### src/rtl/branch_resolver.sv
// branch_resolver
//   Execute-side tracker for branch predictions. Every prediction issued at
//   decode is queued in order. When execute resolves a branch, the oldest
//   entry is popped and compared against the actual outcome. The result is a
//   registered feedback packet for the predictor. On a mispredict there is
//   also a one-cycle flush carrying the recovery target, and every younger
//   queued entry is discarded.
//
//   Optional feature macro: BRANCH_RESOLVER_STATS_EN
//     defined   -> saturating branch/miss counters are implemented
//     undefined -> counters are removed and the outputs are tied to 0
//
// Ports
//   clk, rst_n                     clock, synchronous active-low reset
//   i_dec_*                        prediction issue from decode
//   o_dec_ready                    queue not full (combinational)
//   i_ex_valid/i_ex_pc/i_ex_outcome branch resolution from execute
//   o_fb_*                         registered training packet (1-cycle pulse)
//   o_flush/o_recovery_target      registered mispredict redirect (1-cycle pulse)
//   o_branch_count/o_miss_count    statistics
//   o_underflow/o_order_err        sticky error flags
module branch_resolver #(
  parameter int ADDR_WIDTH = 32,
  parameter int DEPTH      = 4,
  parameter int CNT_WIDTH  = 32
) (
  input  logic                  clk,
  input  logic                  rst_n,
  input  logic                  i_dec_valid,
  input  logic [ADDR_WIDTH-1:0] i_dec_pc,
  input  logic                  i_dec_prediction,
  input  logic [ADDR_WIDTH-1:0] i_dec_recovery_target,
  output logic                  o_dec_ready,
  input  logic                  i_ex_valid,
  input  logic [ADDR_WIDTH-1:0] i_ex_pc,
  input  logic                  i_ex_outcome,
  output logic                  o_fb_valid,
  output logic [ADDR_WIDTH-1:0] o_fb_pc,
  output logic                  o_fb_prediction,
  output logic                  o_fb_outcome,
  output logic                  o_flush,
  output logic [ADDR_WIDTH-1:0] o_recovery_target,
  output logic [CNT_WIDTH-1:0]  o_branch_count,
  output logic [CNT_WIDTH-1:0]  o_miss_count,
  output logic                  o_underflow,
  output logic                  o_order_err
);
  localparam int PTR_W = $clog2(DEPTH);
  localparam logic [PTR_W:0] FULL = (PTR_W+1)'(DEPTH);

  typedef struct packed {
    logic [ADDR_WIDTH-1:0] pc;
    logic                  pred;
    logic [ADDR_WIDTH-1:0] tgt;
  } entry_t;

  entry_t           mem_q [DEPTH];
  logic [PTR_W-1:0] head_q, head_d, tail_q, tail_d;
  logic [PTR_W:0]   count_q, count_d;

  logic                  fb_valid_q, fb_pred_q, fb_out_q, flush_q, uf_q, oe_q;
  logic [ADDR_WIDTH-1:0] fb_pc_q, rtgt_q;

  entry_t head_e;
  logic   resolve, mispred, deq, enq;

  assign head_e      = mem_q[head_q];
  assign o_dec_ready = (count_q != FULL);
  assign resolve     = i_ex_valid && (count_q != '0);
  assign mispred     = resolve && (head_e.pred != i_ex_outcome);
  assign deq         = resolve && !mispred;
  // A correct resolve frees a slot on the same edge, so a full queue can
  // still accept; anything issued alongside a mispredict is wrong-path.
  assign enq         = i_dec_valid && !mispred && (o_dec_ready || deq);

  always_comb begin
    head_d  = head_q;
    tail_d  = tail_q;
    count_d = count_q;
    if (mispred) begin
      head_d  = '0;
      tail_d  = '0;
      count_d = '0;
    end else begin
      if (deq) head_d = head_q + PTR_W'(1);
      if (enq) tail_d = tail_q + PTR_W'(1);
      case ({enq, deq})
        2'b10:   count_d = count_q + (PTR_W+1)'(1);
        2'b01:   count_d = count_q - (PTR_W+1)'(1);
        default: count_d = count_q;
      endcase
    end
  end

  // Storage needs no reset: occupancy alone decides what is valid.
  always_ff @(posedge clk) begin
    if (enq) mem_q[tail_q] <= '{pc: i_dec_pc, pred: i_dec_prediction,
                                tgt: i_dec_recovery_target};
  end

  always_ff @(posedge clk) begin
    if (!rst_n) begin
      head_q     <= '0;
      tail_q     <= '0;
      count_q    <= '0;
      fb_valid_q <= 1'b0;
      fb_pc_q    <= '0;
      fb_pred_q  <= 1'b0;
      fb_out_q   <= 1'b0;
      flush_q    <= 1'b0;
      rtgt_q     <= '0;
      uf_q       <= 1'b0;
      oe_q       <= 1'b0;
    end else begin
      head_q     <= head_d;
      tail_q     <= tail_d;
      count_q    <= count_d;
      fb_valid_q <= resolve;
      flush_q    <= mispred;
      if (resolve) begin
        fb_pc_q   <= head_e.pc;
        fb_pred_q <= head_e.pred;
        fb_out_q  <= i_ex_outcome;
      end
      if (mispred) rtgt_q <= head_e.tgt;
      if (i_ex_valid && count_q == '0) uf_q <= 1'b1;
      if (resolve && i_ex_pc != head_e.pc) oe_q <= 1'b1;
    end
  end

`ifdef BRANCH_RESOLVER_STATS_EN
  logic [CNT_WIDTH-1:0] bcnt_q, mcnt_q;
  always_ff @(posedge clk) begin
    if (!rst_n) begin
      bcnt_q <= '0;
      mcnt_q <= '0;
    end else begin
      if (resolve && bcnt_q != '1) bcnt_q <= bcnt_q + CNT_WIDTH'(1);
      if (mispred && mcnt_q != '1) mcnt_q <= mcnt_q + CNT_WIDTH'(1);
    end
  end
  assign o_branch_count = bcnt_q;
  assign o_miss_count   = mcnt_q;
`else
  assign o_branch_count = '0;
  assign o_miss_count   = '0;
`endif

  assign o_fb_valid        = fb_valid_q;
  assign o_fb_pc           = fb_pc_q;
  assign o_fb_prediction   = fb_pred_q;
  assign o_fb_outcome      = fb_out_q;
  assign o_flush           = flush_q;
  assign o_recovery_target = rtgt_q;
  assign o_underflow       = uf_q;
  assign o_order_err       = oe_q;
endmodule

### config.mk
export PLATFORM = sky130hd
export DESIGN_NAME = branch_resolver
export DESIGN_NICKNAME = d
export VERILOG_FILES = /design/src/rtl/branch_resolver.sv
export SDC_FILE = /design/constraint.sdc
export NUM_CORES = 1
export LEC_CHECK = 0
export CORE_MARGIN = 3
export CORE_UTILIZATION = 42
export CTS_CLUSTER_DIAMETER = 100
export DETAILED_ROUTE_END_ITERATION = 12
export GPL_TIMING_DRIVEN = 0
export PLACE_DENSITY = 0.76
export SLEW_MARGIN = 20
export SYNTH_ARGS = -nofsm -noshare
export SYNTH_HDL_FRONTEND = slang
export SYNTH_SLANG_ARGS = --single-unit
### constraint.sdc
create_clock -name clk -period 3.8 [get_ports clk]
set_input_delay 0.76 -clock clk [delete_from_list [all_inputs] [get_ports clk]]
set_output_delay 0.76 -clock clk [all_outputs]
set_load 0.02 [all_outputs]
==> results summary <==
The clock tree buffer depth came out at 3. For this run, the number of standard cells in the final layout without fillers is 1,429. The number of enable-type register cells in the synthesized netlist came out at 260. The cell count after placement is 1,362. Port buffering added 172 buffers. The first global-routing pass estimated 43.0 mm of wire. Of the total power, the clock network draws 0.344. The core region is 30,000 um2.

Post-CTS timing repair inserted 0 buffers for setup. Among all flip-flop cells after synthesis, the most frequent one is sky130_fd_sc_hd__edfxtp_1. From left edge to right edge, the die measures 182 um. The synthesis warning total came out at 0. The remaining global-route overflow is 0. The worst register-to-register path ends at o_order_err$_SDFFE_PN0P_. The required time at the worst-slack endpoint is 4.19 ns. Across every metal layer, demand over resource in global routing totals 0.171. The synthesized design contains 339 register bits. At the later pin of the worst-skew pair, clock insertion delay measures 0.51 ns.

The fraction of final layout cells sized beyond drive strength 1 is 0.200. The routability-driven placement congestion ratio came out at 0.835. The initial antenna violation count was 3. The number of hold violations in the final report is 0. The capture point of the worst path is o_order_err$_SDFFE_PN0P_. The relative area change from synthesis to final layout is 29.4%.

The routed wirelength normalized by instance count is 20.5 um. The initial standard-cell utilization of the core is 0.432. The endpoint class of the critical path is a register. Summed over all nets, the switching power comes to 2840 uW. The final number of max-transition violations came out at 0. The number of fill cells is 2,331. The post-synthesis average cell area came out at 17.7 um2. The standby leakage power came out at 0.00585 uW. The internal portion of total power came out at 7740 uW. On the final layout, the worst clock skew is 0.0160 ns. The net count of the finished layout came out at 1,119. The post-route minimum period came out at 3.32 ns.

The post-CTS clock slew at the launch and capture registers of the worst setup and hold paths is 0.06 ns. The tool flagged a number of max-cap violations equal to 0. The summed negative setup slack over all endpoints is 0 ns. The via count of the first global-routing pass came to 7,127. The pin count of the biggest net entering global routing came out at 46. The repair_antennas step left the layout with diodes totalling 0. The worst-case IR drop observed on VDD is 0.417 mV. Synthesis instantiated 32 different standard cells from the library. At the pin with the least slew margin, the transition time is 0.950 ns. The number of CTS-inserted buffers came out at 37.

The number of vias per cell after detailed routing is 4.95. CTS placed an instance of sky130_fd_sc_hd__clkbuf_16 at the clock tree root. TritonCTS built the clock tree. The depth of the worst register-to-register path is 8. Buffers inserted to repair hold after CTS numbered 0.

The first detailed-routing pass ran for 6 iterations. The worst hold path cell count is 2. The cell row count came out at 63.

The arrival time at the worst endpoint is 3.71 ns. The routed layout has 7,079 vias. The largest driver fanout on the critical path is 10. The worst slew slack as a fraction of its limit came out at 0.361. Of the synthesized area, sequential elements account for 0.723. The critical path in this run is classified as reg2reg. Setup violations remaining at the end of the flow were counted as 0.

The proportion of total power due to net switching is 0.268. The post-detailed-placement half-perimeter wirelength came out at 19.8 mm. The worst setup path is launched from a register. The flow ran to the end, and the final reports show no timing, DRC or antenna violations.

The netlist area before placement came out at 13,000 um2. The power per cell area came out at 629 nW/um2. The final routed DRC violation total is 0. The total of cells resized after clock tree synthesis came out at 0. The share of the core filled with cells in the final layout came out at 0.559.

The share of the clock period used by the worst path is 0.874. The synthesized instance count is 733. Clock tree synthesis found a total of 339 sinks.

The sequential cell fraction of total power came out at 0.442. The combinational share of power came out at 0.213. The class of the tightest hold or removal check is reg2reg. The detailed router's first-iteration violation count came out at 357. The H-tree level count is 2. The die height came out at 182 um. The I/O pin count is 237.

Once detail routing completed, the nets flagged for antenna violations numbered 0. The worst reg-to-reg setup slack came out at 0.48 ns. The maximum clock frequency is 301 MHz. The final wirelength is 29.2 mm. The die area came out at 33,100 um2. Of all flip-flops after synthesis, the portion carrying an async set or reset was 0.

Setup repair after global routing left no endpoint under its margin.
cell type report:
type	count	area, um2	share of cell area
flip-flops and latches	339	9390	0.559
plain buffers	98	653	0.0389
clock inverters	17	200	0.0119
multi-input cells	351	3160	0.188
inverters	8	30.0	0.00179
repair buffers	176	1820	0.109
clock buffers	50	1060	0.0630
well taps	390	488	0.0290
registers in the layout (all words and copies together), names as in the netlist, named ones only:
signal             cells
o_underflow            1
count_q                3
o_order_err            1
o_fb_pc               32
o_fb_valid             1
o_recovery_target     32
o_fb_prediction        1
mem_q                260
tail_q                 2
o_flush                1
o_fb_outcome           1
head_q                 2
placed cells by master, fill, tap and decap left out, types with 23 or more instances in the layout:
cell type,instances
sky130_fd_sc_hd__clkdlybuf4s50_1,172
sky130_fd_sc_hd__dfxtp_1,79
sky130_fd_sc_hd__buf_4,64
sky130_fd_sc_hd__xor2_1,36
sky130_fd_sc_hd__conb_1,64
sky130_fd_sc_hd__clkbuf_16,39
sky130_fd_sc_hd__nand2_1,73
sky130_fd_sc_hd__a21boi_0,34
sky130_fd_sc_hd__edfxtp_1,260
sky130_fd_sc_hd__a22o_1,32
sky130_fd_sc_hd__mux4_2,64
sky130_fd_sc_hd__clkbuf_1,23
power by group through the flow:
| stage | clock, uW | combinational [uW] | sequential (uW) |
|---|---|---|---|
| global route | 3860 | 2420 | 4720 |
| floorplan | 0 | 1180 | 4910 |
| finish | 3640 | 2260 | 4680 |
| global placement | 0 | 2200 | 4780 |
| detailed placement | 0 | 2280 | 4760 |
| CTS | 3710 | 2290 | 4680 |
kinds of logic (layout without fill, tap and decap cells):
kind of cell,count (synthesis),in the layout,share of synthesized area
AOI/OAI and AO/OA,72,72,0.0439
xor gates and xnor gates,39,39,0.0263
adders and majority gates,6,6,0.00636
buffers and inverters,106,349,0.0526
DFF,339,339,0.723
muxes,65,65,0.113
other,1,64,0.000289
and+or+nand+nor,105,105,0.0342
synth_stat cells, types with 2 or more instances:
| cell | count | area (um2) |
|---|---|---|
| sky130_fd_sc_hd__mux4_2 | 64 | 1440 |
| sky130_fd_sc_hd__inv_1 | 8 | 30.0 |
| sky130_fd_sc_hd__xnor2_1 | 3 | 26.3 |
| sky130_fd_sc_hd__clkbuf_1 | 17 | 63.8 |
| sky130_fd_sc_hd__edfxtp_1 | 260 | 7810 |
| sky130_fd_sc_hd__a22o_1 | 32 | 280 |
| sky130_fd_sc_hd__buf_2 | 11 | 55.1 |
| sky130_fd_sc_hd__buf_4 | 64 | 480 |
| sky130_fd_sc_hd__nor2_1 | 11 | 41.3 |
| sky130_fd_sc_hd__and2_1 | 5 | 31.3 |
| sky130_fd_sc_hd__ha_1 | 5 | 62.6 |
| sky130_fd_sc_hd__nand4_1 | 2 | 12.5 |
| sky130_fd_sc_hd__a21oi_1 | 3 | 15.0 |
| sky130_fd_sc_hd__xor2_1 | 36 | 315 |
| sky130_fd_sc_hd__buf_6 | 2 | 22.5 |
| sky130_fd_sc_hd__nor2b_1 | 2 | 12.5 |
| sky130_fd_sc_hd__a21boi_0 | 34 | 255 |
| sky130_fd_sc_hd__dfxtp_1 | 79 | 1580 |
| sky130_fd_sc_hd__nor4_1 | 8 | 50.1 |
| sky130_fd_sc_hd__nand2_1 | 73 | 274 |
| sky130_fd_sc_hd__buf_1 | 3 | 11.3 |
per-stage QoR:
| stage | power, uW | hold WS (ns) | area (um2) | setup WS [ns] |
|---|---|---|---|---|
| after floorplan | 6080 | 0.481 | 13200 | 0.446 |
| after global placement | 6980 | 0.453 | 15400 | -1.65 |
| after detailed placement | 7040 | 0.457 | 15500 | 0.284 |
| after CTS | 10700 | 0.465 | 16800 | 0.484 |
| after global routing | 11000 | 0.475 | 16800 | 0.447 |
| final | 10600 | 0.462 | 16800 | 0.480 |
worst min path at each step:
stage,start,endpoint,slack (ns)
after floorplan,count_q[1]$_SDFFE_PP0P_,count_q[1]$_SDFFE_PP0P_,0.48
after global placement,o_fb_pc[30]$_SDFFE_PN0P_,o_fb_pc[30]$_SDFFE_PN0P_,0.45
after detailed placement,o_fb_pc[30]$_SDFFE_PN0P_,o_fb_pc[30]$_SDFFE_PN0P_,0.46
after CTS,o_fb_pc[30]$_SDFFE_PN0P_,o_fb_pc[30]$_SDFFE_PN0P_,0.47
after global routing,o_fb_pc[30]$_SDFFE_PN0P_,o_fb_pc[30]$_SDFFE_PN0P_,0.48
final,o_fb_pc[30]$_SDFFE_PN0P_,o_fb_pc[30]$_SDFFE_PN0P_,0.46
critical path, cell delays in order (launching register included):
cell and delay [ns]:
sky130_fd_sc_hd__dfxtp_1 0.33, sky130_fd_sc_hd__buf_2 0.34, sky130_fd_sc_hd__clkbuf_1 0.54, sky130_fd_sc_hd__mux4_2 0.51
sky130_fd_sc_hd__xor2_1 0.21, sky130_fd_sc_hd__nor4_1 0.82, sky130_fd_sc_hd__nand4_1 0.16, sky130_fd_sc_hd__nor2_1 0.20
sky130_fd_sc_hd__o21ai_1 0.08
metal layers:
metal	share of wire	vias to the layer above	track usage
li1	-	3231	-
met1	0.41	3481	0.219
met2	0.47	306	0.278
met3	0.091	55	0.0567
met4	0.026	6	0.0555
met5	0.0012	-	0
Power figures use the tool's default switching activity.
